==> src/rtl/muldiv_pkg.sv <==
// ============================================================================
// muldiv_pkg : shared op encodings, state enum and constants for muldiv_sequencer
// Optional feature macro: MULDIV_SIGNED_EN (adds OP_MULTS / OP_DIVS)
// Revision: 1.0
// ============================================================================
`default_nettype none

package muldiv_pkg;

`ifdef MULDIV_SIGNED_EN
  localparam int OP_W = 3;
`else
  localparam int OP_W = 2;
`endif

  localparam logic [OP_W-1:0] OP_MULT  = OP_W'(0);
  localparam logic [OP_W-1:0] OP_DIV   = OP_W'(1);
  localparam logic [OP_W-1:0] OP_MTHI  = OP_W'(2);
  localparam logic [OP_W-1:0] OP_MTLO  = OP_W'(3);
`ifdef MULDIV_SIGNED_EN
  localparam logic [OP_W-1:0] OP_MULTS = OP_W'(4);
  localparam logic [OP_W-1:0] OP_DIVS  = OP_W'(5);
`endif

  // LO value for a divide by zero; sliced down to the datapath width
  localparam logic [63:0] DIV_ZERO_LO = '1;

  typedef enum logic [1:0] {
    ST_IDLE = 2'd0,
    ST_MUL  = 2'd1,
    ST_DIV  = 2'd2,
    ST_DONE = 2'd3
  } state_e;

endpackage

`default_nettype wire

==> src/rtl/muldiv_step.sv <==
// ============================================================================
// muldiv_step : one combinational iteration, shift-add multiply (mode 0) or
//               restoring-divide step (mode 1) on a {hi,lo} accumulator pair
// Revision: 1.0
// ============================================================================
`default_nettype none

module muldiv_step #(
  parameter int WIDTH = 32
) (
  input  logic             mode_in,
  input  logic [WIDTH-1:0] hi_in,
  input  logic [WIDTH-1:0] lo_in,
  input  logic [WIDTH-1:0] b_in,
  output logic [WIDTH-1:0] hi_out,
  output logic [WIDTH-1:0] lo_out
);

  logic [WIDTH:0]   sum;
  logic [WIDTH:0]   shifted;
  logic [WIDTH-1:0] diff;
  logic             borrow;

  always_comb begin
    sum     = lo_in[0] ? ({1'b0, hi_in} + {1'b0, b_in}) : {1'b0, hi_in};
    shifted = {hi_in, lo_in[WIDTH-1]};
    borrow  = shifted < {1'b0, b_in};
    // a non-borrowing difference is below b, so the low WIDTH bits are exact
    diff    = shifted[WIDTH-1:0] - b_in;
    if (mode_in) begin
      hi_out = borrow ? shifted[WIDTH-1:0] : diff;
      lo_out = {lo_in[WIDTH-2:0], ~borrow};
    end else begin
      hi_out = sum[WIDTH:1];
      lo_out = {sum[0], lo_in[WIDTH-1:1]};
    end
  end

endmodule

`default_nettype wire

==> src/rtl/muldiv_sequencer.sv <==
// ============================================================================
// muldiv_sequencer : multi-cycle MULT/DIV unit owning architectural HI/LO
// Optional feature macro: MULDIV_SIGNED_EN (signed MULTS/DIVS)
// Revision: 1.0
// ============================================================================
`default_nettype none

module muldiv_sequencer
  import muldiv_pkg::*;
#(
  parameter int WIDTH = 32,
  parameter int CNT_W = $clog2(WIDTH) + 1
) (
  input  logic             clk_in,
  input  logic             rst_n_in,
  input  logic             start_in,
  input  logic [OP_W-1:0]  op_in,
  input  logic [WIDTH-1:0] a_in,
  input  logic [WIDTH-1:0] b_in,
  input  logic             flush_in,
  output logic             busy_out,
  output logic             done_out,
  output logic             div_zero_out,
  output logic [WIDTH-1:0] hi_out,
  output logic [WIDTH-1:0] lo_out
);

  state_e           state_q, state_d;
  logic [CNT_W-1:0] cnt_q, cnt_d;
  logic [WIDTH-1:0] acc_hi_q, acc_hi_d;
  logic [WIDTH-1:0] acc_lo_q, acc_lo_d;
  logic [WIDTH-1:0] opb_q, opb_d;
  logic [WIDTH-1:0] hi_q, hi_d;
  logic [WIDTH-1:0] lo_q, lo_d;
  logic             div_zero_q, div_zero_d;
  logic [WIDTH-1:0] step_hi, step_lo;
  logic             accept;
  logic             last_step;
  logic [2*WIDTH-1:0] prod;
  logic [WIDTH-1:0] quot, rem;
`ifdef MULDIV_SIGNED_EN
  logic             neg_q_q, neg_q_d;
  logic             neg_r_q, neg_r_d;
  logic [WIDTH-1:0] a_mag, b_mag;
`endif

  muldiv_step #(.WIDTH(WIDTH)) u_step (
    .mode_in (state_q == ST_DIV),
    .hi_in   (acc_hi_q),
    .lo_in   (acc_lo_q),
    .b_in    (opb_q),
    .hi_out  (step_hi),
    .lo_out  (step_lo)
  );

  always_comb begin
    state_d    = state_q;
    cnt_d      = cnt_q;
    acc_hi_d   = acc_hi_q;
    acc_lo_d   = acc_lo_q;
    opb_d      = opb_q;
    hi_d       = hi_q;
    lo_d       = lo_q;
    div_zero_d = 1'b0;
    accept     = ((state_q == ST_IDLE) || (state_q == ST_DONE)) && start_in && !flush_in;
    last_step  = (cnt_q == CNT_W'(WIDTH - 1));
    prod       = {step_hi, step_lo};
    quot       = step_lo;
    rem        = step_hi;
`ifdef MULDIV_SIGNED_EN
    neg_q_d    = neg_q_q;
    neg_r_d    = neg_r_q;
    a_mag      = a_in[WIDTH-1] ? (~a_in + 1'b1) : a_in;
    b_mag      = b_in[WIDTH-1] ? (~b_in + 1'b1) : b_in;
    // sign fix-up happens only on the final step into DONE
    if (neg_q_q) begin
      prod = ~prod + 1'b1;
      quot = ~quot + 1'b1;
    end
    if (neg_r_q) rem = ~rem + 1'b1;
`endif

    case (state_q)
      ST_MUL, ST_DIV: begin
        if (flush_in) begin
          state_d = ST_IDLE;
          cnt_d   = '0;
        end else begin
          acc_hi_d = step_hi;
          acc_lo_d = step_lo;
          cnt_d    = cnt_q + CNT_W'(1);
          if (last_step) begin
            state_d = ST_DONE;
            cnt_d   = '0;
            if (state_q == ST_MUL) begin
              {hi_d, lo_d} = prod;
            end else begin
              hi_d = rem;
              lo_d = quot;
            end
          end
        end
      end
      ST_DONE: state_d = ST_IDLE;
      default: ;
    endcase

    if (accept) begin
      case (op_in)
        OP_MULT: begin
          acc_hi_d = '0;
          acc_lo_d = a_in;
          opb_d    = b_in;
          cnt_d    = '0;
          state_d  = ST_MUL;
`ifdef MULDIV_SIGNED_EN
          neg_q_d  = 1'b0;
          neg_r_d  = 1'b0;
`endif
        end
        OP_DIV: begin
          if (b_in == '0) begin
            hi_d       = a_in;
            lo_d       = DIV_ZERO_LO[WIDTH-1:0];
            div_zero_d = 1'b1;
            state_d    = ST_DONE;
          end else begin
            acc_hi_d = '0;
            acc_lo_d = a_in;
            opb_d    = b_in;
            cnt_d    = '0;
            state_d  = ST_DIV;
`ifdef MULDIV_SIGNED_EN
            neg_q_d  = 1'b0;
            neg_r_d  = 1'b0;
`endif
          end
        end
        OP_MTHI: hi_d = a_in;
        OP_MTLO: lo_d = a_in;
`ifdef MULDIV_SIGNED_EN
        OP_MULTS: begin
          acc_hi_d = '0;
          acc_lo_d = a_mag;
          opb_d    = b_mag;
          cnt_d    = '0;
          state_d  = ST_MUL;
          neg_q_d  = a_in[WIDTH-1] ^ b_in[WIDTH-1];
          neg_r_d  = 1'b0;
        end
        OP_DIVS: begin
          if (b_in == '0) begin
            hi_d       = a_in;
            lo_d       = DIV_ZERO_LO[WIDTH-1:0];
            div_zero_d = 1'b1;
            state_d    = ST_DONE;
          end else begin
            acc_hi_d = '0;
            acc_lo_d = a_mag;
            opb_d    = b_mag;
            cnt_d    = '0;
            state_d  = ST_DIV;
            neg_q_d  = a_in[WIDTH-1] ^ b_in[WIDTH-1];
            neg_r_d  = a_in[WIDTH-1];
          end
        end
`endif
        default: ;
      endcase
    end
  end

  always_ff @(posedge clk_in or negedge rst_n_in) begin
    if (!rst_n_in) begin
      state_q    <= ST_IDLE;
      cnt_q      <= '0;
      acc_hi_q   <= '0;
      acc_lo_q   <= '0;
      opb_q      <= '0;
      hi_q       <= '0;
      lo_q       <= '0;
      div_zero_q <= 1'b0;
`ifdef MULDIV_SIGNED_EN
      neg_q_q    <= 1'b0;
      neg_r_q    <= 1'b0;
`endif
    end else begin
      state_q    <= state_d;
      cnt_q      <= cnt_d;
      acc_hi_q   <= acc_hi_d;
      acc_lo_q   <= acc_lo_d;
      opb_q      <= opb_d;
      hi_q       <= hi_d;
      lo_q       <= lo_d;
      div_zero_q <= div_zero_d;
`ifdef MULDIV_SIGNED_EN
      neg_q_q    <= neg_q_d;
      neg_r_q    <= neg_r_d;
`endif
    end
  end

  assign busy_out     = (state_q == ST_MUL) || (state_q == ST_DIV);
  assign done_out     = (state_q == ST_DONE);
  assign div_zero_out = div_zero_q;
  assign hi_out       = hi_q;
  assign lo_out       = lo_q;

endmodule

`default_nettype wire

==> config.mk <==
export PLATFORM = sky130hd
export DESIGN_NAME = muldiv_sequencer
export DESIGN_NICKNAME = d
export VERILOG_FILES = /design/src/rtl/muldiv_pkg.sv /design/src/rtl/muldiv_step.sv /design/src/rtl/muldiv_sequencer.sv
export SDC_FILE = /design/constraint.sdc
export NUM_CORES = 1
export LEC_CHECK = 0
export BUFFER_PORTS_ARGS = -buffer_cell sky130_fd_sc_hd__buf_2
export CAP_MARGIN = 20
export CORE_MARGIN = 10
export CORE_UTILIZATION = 40
export CTS_CLUSTER_SIZE = 16
export DETAILED_ROUTE_END_ITERATION = 8
export PLACE_DENSITY_LB_ADDON = 0.05
export SLEW_MARGIN = 0
export SYNTH_ARGS = -nofsm -noshare
export SYNTH_HDL_FRONTEND = slang
export SYNTH_SLANG_ARGS = --single-unit
==> constraint.sdc <==
create_clock -name clk_in -period 3.7 [get_ports clk_in]
set_input_delay 0.185 -clock clk_in [delete_from_list [all_inputs] [get_ports clk_in]]
set_output_delay 0.185 -clock clk_in [all_outputs]
set_load 0.05 [all_outputs]
==> results of run 1 <==
-- per-layer routing --
metal	part of all wire	GRT usage
met1	0.52	0.328
met2	0.42	0.298
met3	0.055	0.0299
met4	0.011	0.0420
met5	0	0
-- logic make-up after synthesis --
| logic type | share of synthesized area |
|---|---|
| compound gates | 0.281 |
| simple gates | 0.172 |
| buf+inv | 0.0532 |
| xor+xnor | 0.0337 |
| mux | 0.0366 |
| flops | 0.347 |
| fa+ha+maj | 0.0771 |
-- layout make-up --
cell class | count | area (sq um) | area share
sequential | 169 | 4230 | 0.294
clock buffer | 19 | 453 | 0.0315
clock inverter | 12 | 164 | 0.0114
timing repair buffer | 219 | 1480 | 0.103
inverter | 52 | 195 | 0.0136
multi-input combinational | 1180 | 7370 | 0.513
tap | 390 | 488 | 0.0339
-- cell usage after synthesis, types with 10 or more instances --
library cell	instances	area share
nand3_1	40	0.016
buf_2	10	0.0041
buf_1	10	0.0031
nand4_1	14	0.0072
clkbuf_1	66	0.020
nand2b_1	16	0.0082
a221o_1	33	0.027
inv_1	51	0.016
nor3_1	11	0.0045
and3_1	12	0.0062
o21ai_0	128	0.053
o21ai_1	37	0.015
xor2_1	17	0.012
xnor2_1	30	0.022
buf_4	12	0.0074
a21o_1	20	0.012
nor2b_1	15	0.0077
a31oi_1	21	0.011
nand2_1	237	0.073
a32oi_1	22	0.016
mux2i_1	39	0.032
a211oi_1	30	0.018
nor2_1	95	0.029
o21a_1	15	0.0092
o211ai_1	15	0.0092
ha_1	72	0.074
dfrtp_1	169	0.35
nor4_1	12	0.0062
a21oi_1	154	0.063
-- worst min path at each step --
stage               startpoint      endpoint  slack [ns]  depth (start not counted)
floorplan             rst_n_in   acc_hi_q[0]       -0.11                          0
detailed placement    rst_n_in  acc_lo_q[26]        0.25                          1
finish                 b_in[0]      opb_q[0]       0.005                          3
global placement      rst_n_in  acc_lo_q[26]        0.25                          1
global route           b_in[0]      opb_q[0]        0.02                          3
CTS                   a_in[10]  acc_lo_q[10]       0.002                          3
-- per-stage QoR --
step           hold WS, ns  utilization  setup WS (ns)  area (sq um)
2_1_floorplan       -0.111            -          0.797         12200
3_3_place_gp         0.249        0.445          0.331         13300
3_5_place_dp         0.252        0.445          0.239         13300
4_1_cts            0.00245        0.481          0.191         14400
5_1_grt             0.0170        0.481         0.0190         14400
6_report           0.00462        0.481          0.156         14400
-- power by group through the flow --
stage / Sequential, W / Clock [W] / Combinational [W]
2_1_floorplan: 0.00409 / 0 / 0.00636
3_3_place_gp: 0.00330 / 0 / 0.00958
3_5_place_dp: 0.00332 / 0 / 0.00962
4_1_cts: 0.00329 / 0.00197 / 0.00971
5_1_grt: 0.00340 / 0.00203 / 0.0107
6_report: 0.00330 / 0.00193 / 0.00979
-- worst max-delay path: stages (launching register included) --
cell and delay [ns]:
dfrtp_1 0.47, ha_1 0.39, o211ai_1 0.19, a21oi_1 0.08, o21ai_1 0.30, a21oi_1 0.21, a31oi_1 0.52, o21a_1 0.25
buf_4 0.22, nand2_1 0.07, a31oi_1 0.41, mux2_2 0.25, a22o_1 0.11
-- state kept, by name, indices dropped and copies added (netlist names) --
register and flops:
acc_hi_q 32, state_q 2, hi_out 32, acc_lo_q 32
opb_q 32, div_zero_out 1, cnt_q 6, lo_out 32
-- what timing repair did --
item / in CTS / in global routing
hold endpoints to repair: 117 / 0
resized for setup: 0 / 1
endpoints found under the setup margin: 0 / 1
setup buffers: 0 / 0
hold buffers: 46 / 0
==> impl_metrics.toml, run 1 <==
[setup_path]
crit_path_end = "hi_out[5]"
crit_fanout = 9
endpoint_kind = "register"
cp_data_arrival_time_ns = 3.93
worstSetupStartpoint = "acc_hi_q[1]"
reg2reg_from = "acc_hi_q[1]"
reg2reg_to = "hi_out[5]"
r2r_slack_ns = 0.16
crit_required_ns = 4.08
setup.worst_path.class = "register to register"
r2r_cells = 12
cp-start-kind = "register"

[synth]
synth-main-ff-cell = "dfrtp_1"
post_synth.cell_area_avg_sq_um = 8.12
ys_ff_latch = 169
yosysSeqAreaShare = 0.347
netlist_instances = 1503
synth_area_sq_mm = 0.0122
syn_nets = 1647
async_reset_ff_frac = 1.00
synth_cell_types = 72
yosysWarnings = 0
synth-edff-count = 0

[place]
io_buffer_count = 136
post-place-cells = 1964
globalplace.congestion = 0.878
hpwl_um = 30800

[power_and_ir_drop]
power_w = 0.0150
p_leak_nw = 6.50
switching_share = 0.519
p_int_w = 0.00723
p_per_area_mw_per_mm2 = 1040
pwr-share-comb = 0.652
switching_power_w = 0.00779
seqPwrFrac = 0.219
vdd_ir_drop_max_uv = 372
clock_power_share = 0.129

[drt]
drt_iter0_markers = 1094
first_pass_iters = 5
ant_nets = 0
wl_per_cell_um = 20.3
wirelength_um = 41400
via_count = 11700
drc = 0
via_per_inst = 5.71

[clocking]
tritoncts = "built"
clkTransAtPathRegs_ns = 0.07
clkLatencyLatePin_ns = 0.45
clock_sinks = 169
cts_buffer_depth = 2
clockRootBuffer = "clkbuf_16"
cts_max_level = 4
cts_buffers = 17

[sta]
hold_viol = 0
slew_viol_final = 0
setup_tns_ns = 0
rsz0062_at_grt = "no"
tightest_slew_ns = 0.677
fin_worst_skew_ns = 0.0139
relSlewSlack = 0.549
post-route-min-period_ns = 3.54
fin_crit_sh = 0.958
max_freq_mhz = 282
setup_viol = 0

[cells_and_area]
final_cell_mix = "236 x nand2_1, 169 x dfrtp_1, 152 x a21oi_1"
nNetsFinal = 1783
drive_gt1_frac = 0.142
fin_cells = 2041
insertedDiodeCount = 0
synthToLayoutAreaGrowth_pct = 17.9
num-fill-cells = 2917
layout_commonest_cell = "nand2_1"

[global_routing]
overflow = 0
antenna_found_initial = 0
grtUsageTotal = 0.211
grt_pass1_vias = 11000
grt_pass1_wl_um = 64800
grt_max_degree = 115

[floorplanning]
die_h_um = 195
num_io_pins = 137
dieWidth_um = 195
coreArea_sq_mm = 0.0299
design.die.area_sq_mm = 0.0379
start_util = 0.408
rows = 63

[worst_hold_path]
hold_path.class = "input port to register"

[run]
cap_viol_max_count = 0

[outcome]
outcome = "complete, no violations"
(Power assumes the default switching activity.)
==> run 2, diff against run 1 <==
SYNTH_HIERARCHICAL = 1   (was not set)
==> run 2 against run 1 <==
Synthesized area rose by 18%. Die area rose by 16%. Non-clock buffer count rose by 114. Sequential power rose by 6.7%. Fmax fell by 3.4%. Flip-flop and latch count did not move. Cell count rose by 17%. Core utilization rose by 1.6 points. Critical endpoint is now hi_out[17]. Largest power group unchanged.
==> impl_metrics.toml, run 2 <==
[outcome]
outcome = "complete, no violations"

[sta]
tightest_slew_ns = 1.10
setup_viol = 0
slew_viol_final = 0
hold_viol = 0
relSlewSlack = 0.269
fin_worst_skew_ns = 0.0161
rsz0062_at_grt = "yes"
hold-worst-slack_ns = 0.0197
post-route-min-period_ns = 3.67
max_freq_mhz = 273
fin_crit_sh = 0.992

[synth]
synth.most_common_cell = "nand2_1"
syn_nets = 1846
synth-xor-area-share = 0.0310
synth_top_family_by_area = "compound AO/OA/AOI/OAI gates"
synth_compound_area_frac = 0.260
synth_cell_types = 80
synth_area_sq_mm = 0.0144
async_reset_ff_frac = 1.00
synth_area_leaders = "dfrtp_1 29%, mux2_2 7.2%, ha_1 6.3%"
synthSimpleGateAreaFrac = 0.184
synth-edff-count = 0
netlist_instances = 1702
synth-main-ff-cell = "dfrtp_1"
ys_ff_latch = 169
synthTopCellsByCount = "189 x nand2_1, 169 x dfrtp_1, 133 x a21oi_1, 112 x nand3_1, 100 x o211ai_1"
synthAdderAreaFrac = 0.0654
post_synth.cell_area_avg_sq_um = 8.45
yosysSeqAreaShare = 0.294
synthMuxAreaShare = 0.103
yosysTopAreaCell = "dfrtp_1"
synth_top_area_share = 0.294
yosysWarnings = 6

[floorplanning]
die_h_um = 210
dieWidth_um = 210
num_io_pins = 137
design.die.area_sq_mm = 0.0440
rows = 69
coreArea_sq_mm = 0.0356
start_util = 0.405

[global_routing]
grtUsageTotal = 0.229
grt_pass1_wl_um = 81200
overflow = 0
grt_pass1_vias = 13600
grt_max_degree = 111
antenna_found_initial = 1

[clocking]
clockRootBuffer = "clkbuf_16"
clock_sinks = 169
cts_buffer_depth = 2
cts_buffers = 17
tritoncts = "built"
cts_max_level = 4
clkLatencyLatePin_ns = 0.45
clkTransAtPathRegs_ns = 0.08

[power_and_ir_drop]
switching_power_w = 0.00999
p_per_area_mw_per_mm2 = 1120
clock_power_share = 0.101
p_int_w = 0.00987
pwr-share-comb = 0.721
seqPwrFrac = 0.177
p_leak_nw = 7.84
power_w = 0.0199
vdd_ir_drop_max_uv = 581
switching_share = 0.503

[cells_and_area]
final_cell_mix = "187 x nand2_1, 169 x dfrtp_1, 160 x buf_4"
nNetsFinal = 2052
drive_gt1_frac = 0.267
synthToLayoutAreaGrowth_pct = 22.9
layout_commonest_cell = "nand2_1"
fin_cells = 2384

[place]
globalplace.congestion = 0.927
post-place-cells = 2312
hpwl_um = 36800
io_buffer_count = 136

[setup_path]
crit_buf_inv = 3
setup.worst_path.class = "register to register"
cp_data_arrival_time_ns = 4.01
cpPeakStageDelay_ns = 0.39
crit_chain = "inv_1 > ha_4 > a21o_1 > a21o_1 > or3_4 > and3_4 > or3_4 > a311oi_4 > buf_12 > bufbuf_16 > nor2_1 > a21oi_1 > a21oi_2 > nand3_1 > a22oi_1 > a221o_1"
cpMaxStageDelayCell = "or3_4"
r2r_slack_ns = 0.03
crit_required_ns = 4.04
endpoint_kind = "register"
reg2reg_from = "opb_q[3]"
cp-start-kind = "register"
r2r_cells = 16
worstSetupStartpoint = "opb_q[3]"
path_delay_family = "compound AO/OA/AOI/OAI gates"
reg2reg_to = "hi_out[17]"
crit_fanout = 11

[run]
cap_viol_max_count = 0

[drt]
wl_per_cell_um = 22.0
via_count = 14300
wirelength_um = 52400
drt_iter0_markers = 1051
drc = 0
ant_nets = 0
via_per_inst = 6.00
first_pass_iters = 5

[worst_hold_path]
whs_path_depth = 2
hp-start = "b_in[24]"
hold_path.class = "input port to register"
min_to = "opb_q[24]"
[run 2: cell count changes after synthesis, sizes merged, moves of 37 or more]
cell / change
a22oi: +67
mux2: +88
nand2: -49
nand3: +72
nand4: +40
nor2: -37
o211ai: +84
o21ai: -97
[run 2: final cells by class]
cell class | instances | area, sq um
diodes | 2 | 5.00
clock inverters | 13 | 180
multi-input cells | 1335 | 9700
well taps | 461 | 577
flip-flops and latches | 169 | 4230
repair buffers | 333 | 2340
fillers | 3483 | 17900
inverters | 52 | 195
clock buffers | 19 | 453
[run 2: logic make-up after synthesis]
| family | after synthesis |
|---|---|
| AOI/OAI and AO/OA | 538 |
| and+or+nand+nor | 536 |
| buffers and inverters | 198 |
| DFF | 169 |
| muxes | 136 |
| adders and majority gates | 74 |
| xor gates and xnor gates | 51 |
[run 2: power by group through the flow]
stage          combinational [W]  sequential, W  clock (W)
2_1_floorplan            0.00781        0.00455          0
3_3_place_gp              0.0132        0.00354          0
3_5_place_dp              0.0132        0.00354          0
4_1_cts                   0.0137        0.00352    0.00206
5_1_grt                   0.0155        0.00364    0.00214
6_report                  0.0143        0.00352    0.00201
[run 2: worst max-delay path by stage]
| stage | endpoint | cells past startpoint | slack, ns |
|---|---|---|---|
| 2_1_floorplan | hi_out[13] | 14 | 0.16 |
| 3_3_place_gp | hi_out[30] | 16 | -0.38 |
| 3_5_place_dp | hi_out[30] | 16 | -0.34 |
| 4_1_cts | hi_out[30] | 16 | -0.03 |
| 5_1_grt | hi_out[30] | 17 | -0.13 |
| 6_report | hi_out[17] | 16 | 0.03 |
[run 2: layer usage]
metal  share of wire  wire [um]  vias to the layer above  GRT usage
met5               0          0                        -          0
met4           0.015        784                        0     0.0481
met3           0.066       3480                       41     0.0447
met2            0.45      23300                      474      0.343
met1            0.47      24800                     6979      0.334
li1                -          -                     6816          -
[run 2: timing repair]
item | 4_1_cts | 5_1_grt
gates cloned | 1 | 0
hold buffers | 29 | 0
hold endpoints to repair | 65 | 0
pin swaps | 9 | 19
endpoints found under the setup margin | 36 | 33
resized for setup | 24 | 47
setup buffers | 1 | 7
[run 2: stage by stage]
stage | instance area (sq um) | worst slack [ns] | utilization | setup TNS (ns)
after floorplan | 14400 | 0.164 | - | 0
after detailed placement | 16300 | -0.342 | 0.457 | -2.92
final | 17700 | 0.0310 | 0.497 | 0
after global placement | 16300 | -0.385 | 0.457 | -2.85
after CTS | 17400 | -0.0284 | 0.488 | -0.0284
after global routing | 17700 | -0.134 | 0.497 | -1.62
==> run 3, diff against run 2 <==
ABC_AREA = 1   (was not set)
CTS_BUF_LIST = sky130_fd_sc_hd__clkbuf_4 sky130_fd_sc_hd__clkbuf_8 sky130_fd_sc_hd__clkbuf_16   (was not set)
SETUP_SLACK_MARGIN = 0.05   (was not set)
==> run 3 against run 2 <==
First-iteration DRC count rose by 7.8%. Non-clock buffer count decreased by 111. Fmax increased by 13%. Register-to-register slack better by 0.42 ns. Cell count increased by 27%.
==> impl_metrics.toml, run 3 <==
[outcome]
outcome = "complete, no violations"

[cells_and_area]
fin_cells = 3027
layout_commonest_cell = "nand2_1"
drive_gt1_frac = 0.132
final_cell_mix = "927 x nand2_1, 325 x inv_1, 194 x nand3_1"
fin_util = 0.468
nNetsFinal = 2689
synthToLayoutAreaGrowth_pct = 15.1

[run]
cap_viol_max_count = 0

[drt]
drc = 0
via_count = 15600
via_per_inst = 5.14
wl_per_cell_um = 19.0
ant_nets = 0
drt_iter0_markers = 1133
wirelength_um = 57600
first_pass_iters = 5

[setup_path]
crit_buf_inv = 3
setup.worst_path.class = "register to register"
cp_data_arrival_time_ns = 3.66
path_delay_family = "simple AND/OR/NAND/NOR gates"
path_common_cell = "nand2_1"
crit_chain = "inv_1 > ha_1 > a21oi_1 > nand2_2 > a21oi_2 > nor2_2 > nor2_8 > nand2_4 > nor2_8 > buf_4 > nand2_1 > nand3_1 > or2_0 > o22ai_1 > inv_1 > nand2_1 > nand2_1"
endpoint_kind = "register"
crit_required_ns = 4.11
cpMaxStageDelayCell = "dfrtp_1"
cpPeakStageDelay_ns = 0.39
crit_cells = 17
r2r_cells = 17
cp-start-kind = "register"
crit_fanout = 10

[synth]
async_reset_ff_frac = 1.00
synth_area_sq_mm = 0.0149
synth_compound_area_frac = 0.111
synthMuxAreaShare = 0
synth_cell_types = 47
synthAdderAreaFrac = 0.0630
yosysWarnings = 6
synthSimpleGateAreaFrac = 0.411
synthTopCellsByCount = "928 x nand2_1, 325 x inv_1, 194 x nand3_1, 181 x nor2_1, 169 x dfrtp_1"
syn_nets = 2538
synth_top_area_share = 0.283
synth.most_common_cell = "nand2_1"
post_synth.cell_area_avg_sq_um = 6.24
synth_top_family_by_area = "simple AND/OR/NAND/NOR gates"
yosysTopAreaCell = "dfrtp_1"
yosysSeqAreaShare = 0.283
synth-xor-area-share = 0.0152
synth_area_leaders = "dfrtp_1 28%, nand2_1 23%, inv_1 8.2%"
netlist_instances = 2394
synth-edff-count = 0
synth-main-ff-cell = "dfrtp_1"
ys_ff_latch = 169

[sta]
hold-worst-slack_ns = 0.0370
slew_viol_final = 0
layout_setup_ws_ns = 0.454
max_freq_mhz = 308
setup_tns_ns = 0
setup_viol = 0
relSlewSlack = 0.309
rsz0062_at_grt = "no"
tightest_slew_ns = 1.03
fin_worst_skew_ns = 0.0192
fin_crit_sh = 0.877
hold_viol = 0
post-route-min-period_ns = 3.25

[clocking]
clockRootBuffer = "clkbuf_16"
tritoncts = "built"
clock_sinks = 169
cts_setup_buffers = 0
cts_buffers = 17
clkTransAtPathRegs_ns = 0.08
cts_buffer_depth = 2
cts_max_level = 4
clkLatencyLatePin_ns = 0.47

[floorplanning]
num_io_pins = 137
rows = 70
coreArea_sq_mm = 0.0367
start_util = 0.407
die_h_um = 213
dieWidth_um = 213
design.die.area_sq_mm = 0.0455

[global_routing]
grt_max_degree = 85
antenna_found_initial = 2
grtUsageTotal = 0.256
overflow = 0
grt_pass1_wl_um = 89100
grt_pass1_vias = 15200

[place]
hpwl_um = 42900
dp_slack_ns = 0.520
io_buffer_count = 136
globalplace.congestion = 0.953
post-place-cells = 2934

[worst_hold_path]
hold_path.class = "input port to register"
whs_path_depth = 3

[power_and_ir_drop]
vdd_ir_drop_max_uv = 521
p_per_area_mw_per_mm2 = 1090
p_leak_nw = 9.80
run 3: path summary, 6_finish.rpt:
kind | from | end | slack [ns]
max in group asynchronous | rst_n_in | opb_q[22] | 2.42
min in group asynchronous | rst_n_in | lo_out[4] | 0.24
hold / removal | b_in[18] | opb_q[18] | 0.04
setup / recovery | opb_q[24] | hi_out[8] | 0.45
hold reg to reg | opb_q[19] | opb_q[19] | 0.51
setup reg to reg | opb_q[24] | hi_out[8] | 0.45
run 3: cells by family (layout without fill, tap and decap cells):
kind of cell,count (synthesis),in the layout
compound gates,260,260
xor+xnor,26,26
fa+ha+maj,74,74
buf+inv,422,586
flops,169,169
other cells,0,1
simple gates,1443,1443
run 3: layout make-up:
| cell class | instances | area, sq um |
|---|---|---|
| fill | 3951 | 19500 |
| multi-input combinational | 1803 | 8960 |
| sequential | 169 | 4230 |
| timing repair buffer | 222 | 1520 |
| inverter | 332 | 1250 |
| tap | 468 | 586 |
| clock buffer | 18 | 439 |
| clock inverter | 14 | 201 |
| antenna | 1 | 2.50 |
run 3: repair_timing:
item,4_1_cts,5_1_grt
hold buffers,60,0
gates resized for setup,0,0
endpoints found under the hold margin,157,0
run 3: metrics by stage:
stage,total power [W],instance area [sq um]
final,0.0187,17200
after global routing,0.0204,17200
after CTS,0.0186,17200
after detailed placement,0.0164,15900
after global placement,0.0165,15900
after floorplan,0.0129,14900
run 3: worst register-to-register path, delay by kind of cell (launching register included):
kind / cells / cell delay, ns
and+or+nand+nor: 10 / 1.41
AOI/OAI and AO/OA: 3 / 0.65
buffers and inverters: 3 / 0.40
DFF: 1 / 0.39
adders and majority gates: 1 / 0.38
run 3: metal layers:
layer  vias to the layer above  wire (um)  track usage
met5                         -          7            0
met4                         2       1170       0.0672
met3                        61       3660       0.0585
met2                       444      25700        0.404
met1                      7269      27100        0.345
li1                       7775          -            -
run 3: where the power goes:
part	total, W	switching, W	leakage (nW)	internal [W]
Clock	0.00204	0.000931	0.308	0.00111
Combinational	0.0132	0.00903	7.36	0.00414
Sequential	0.00347	0.000799	2.13	0.00267
Total	0.0187	0.0108	9.80	0.00793
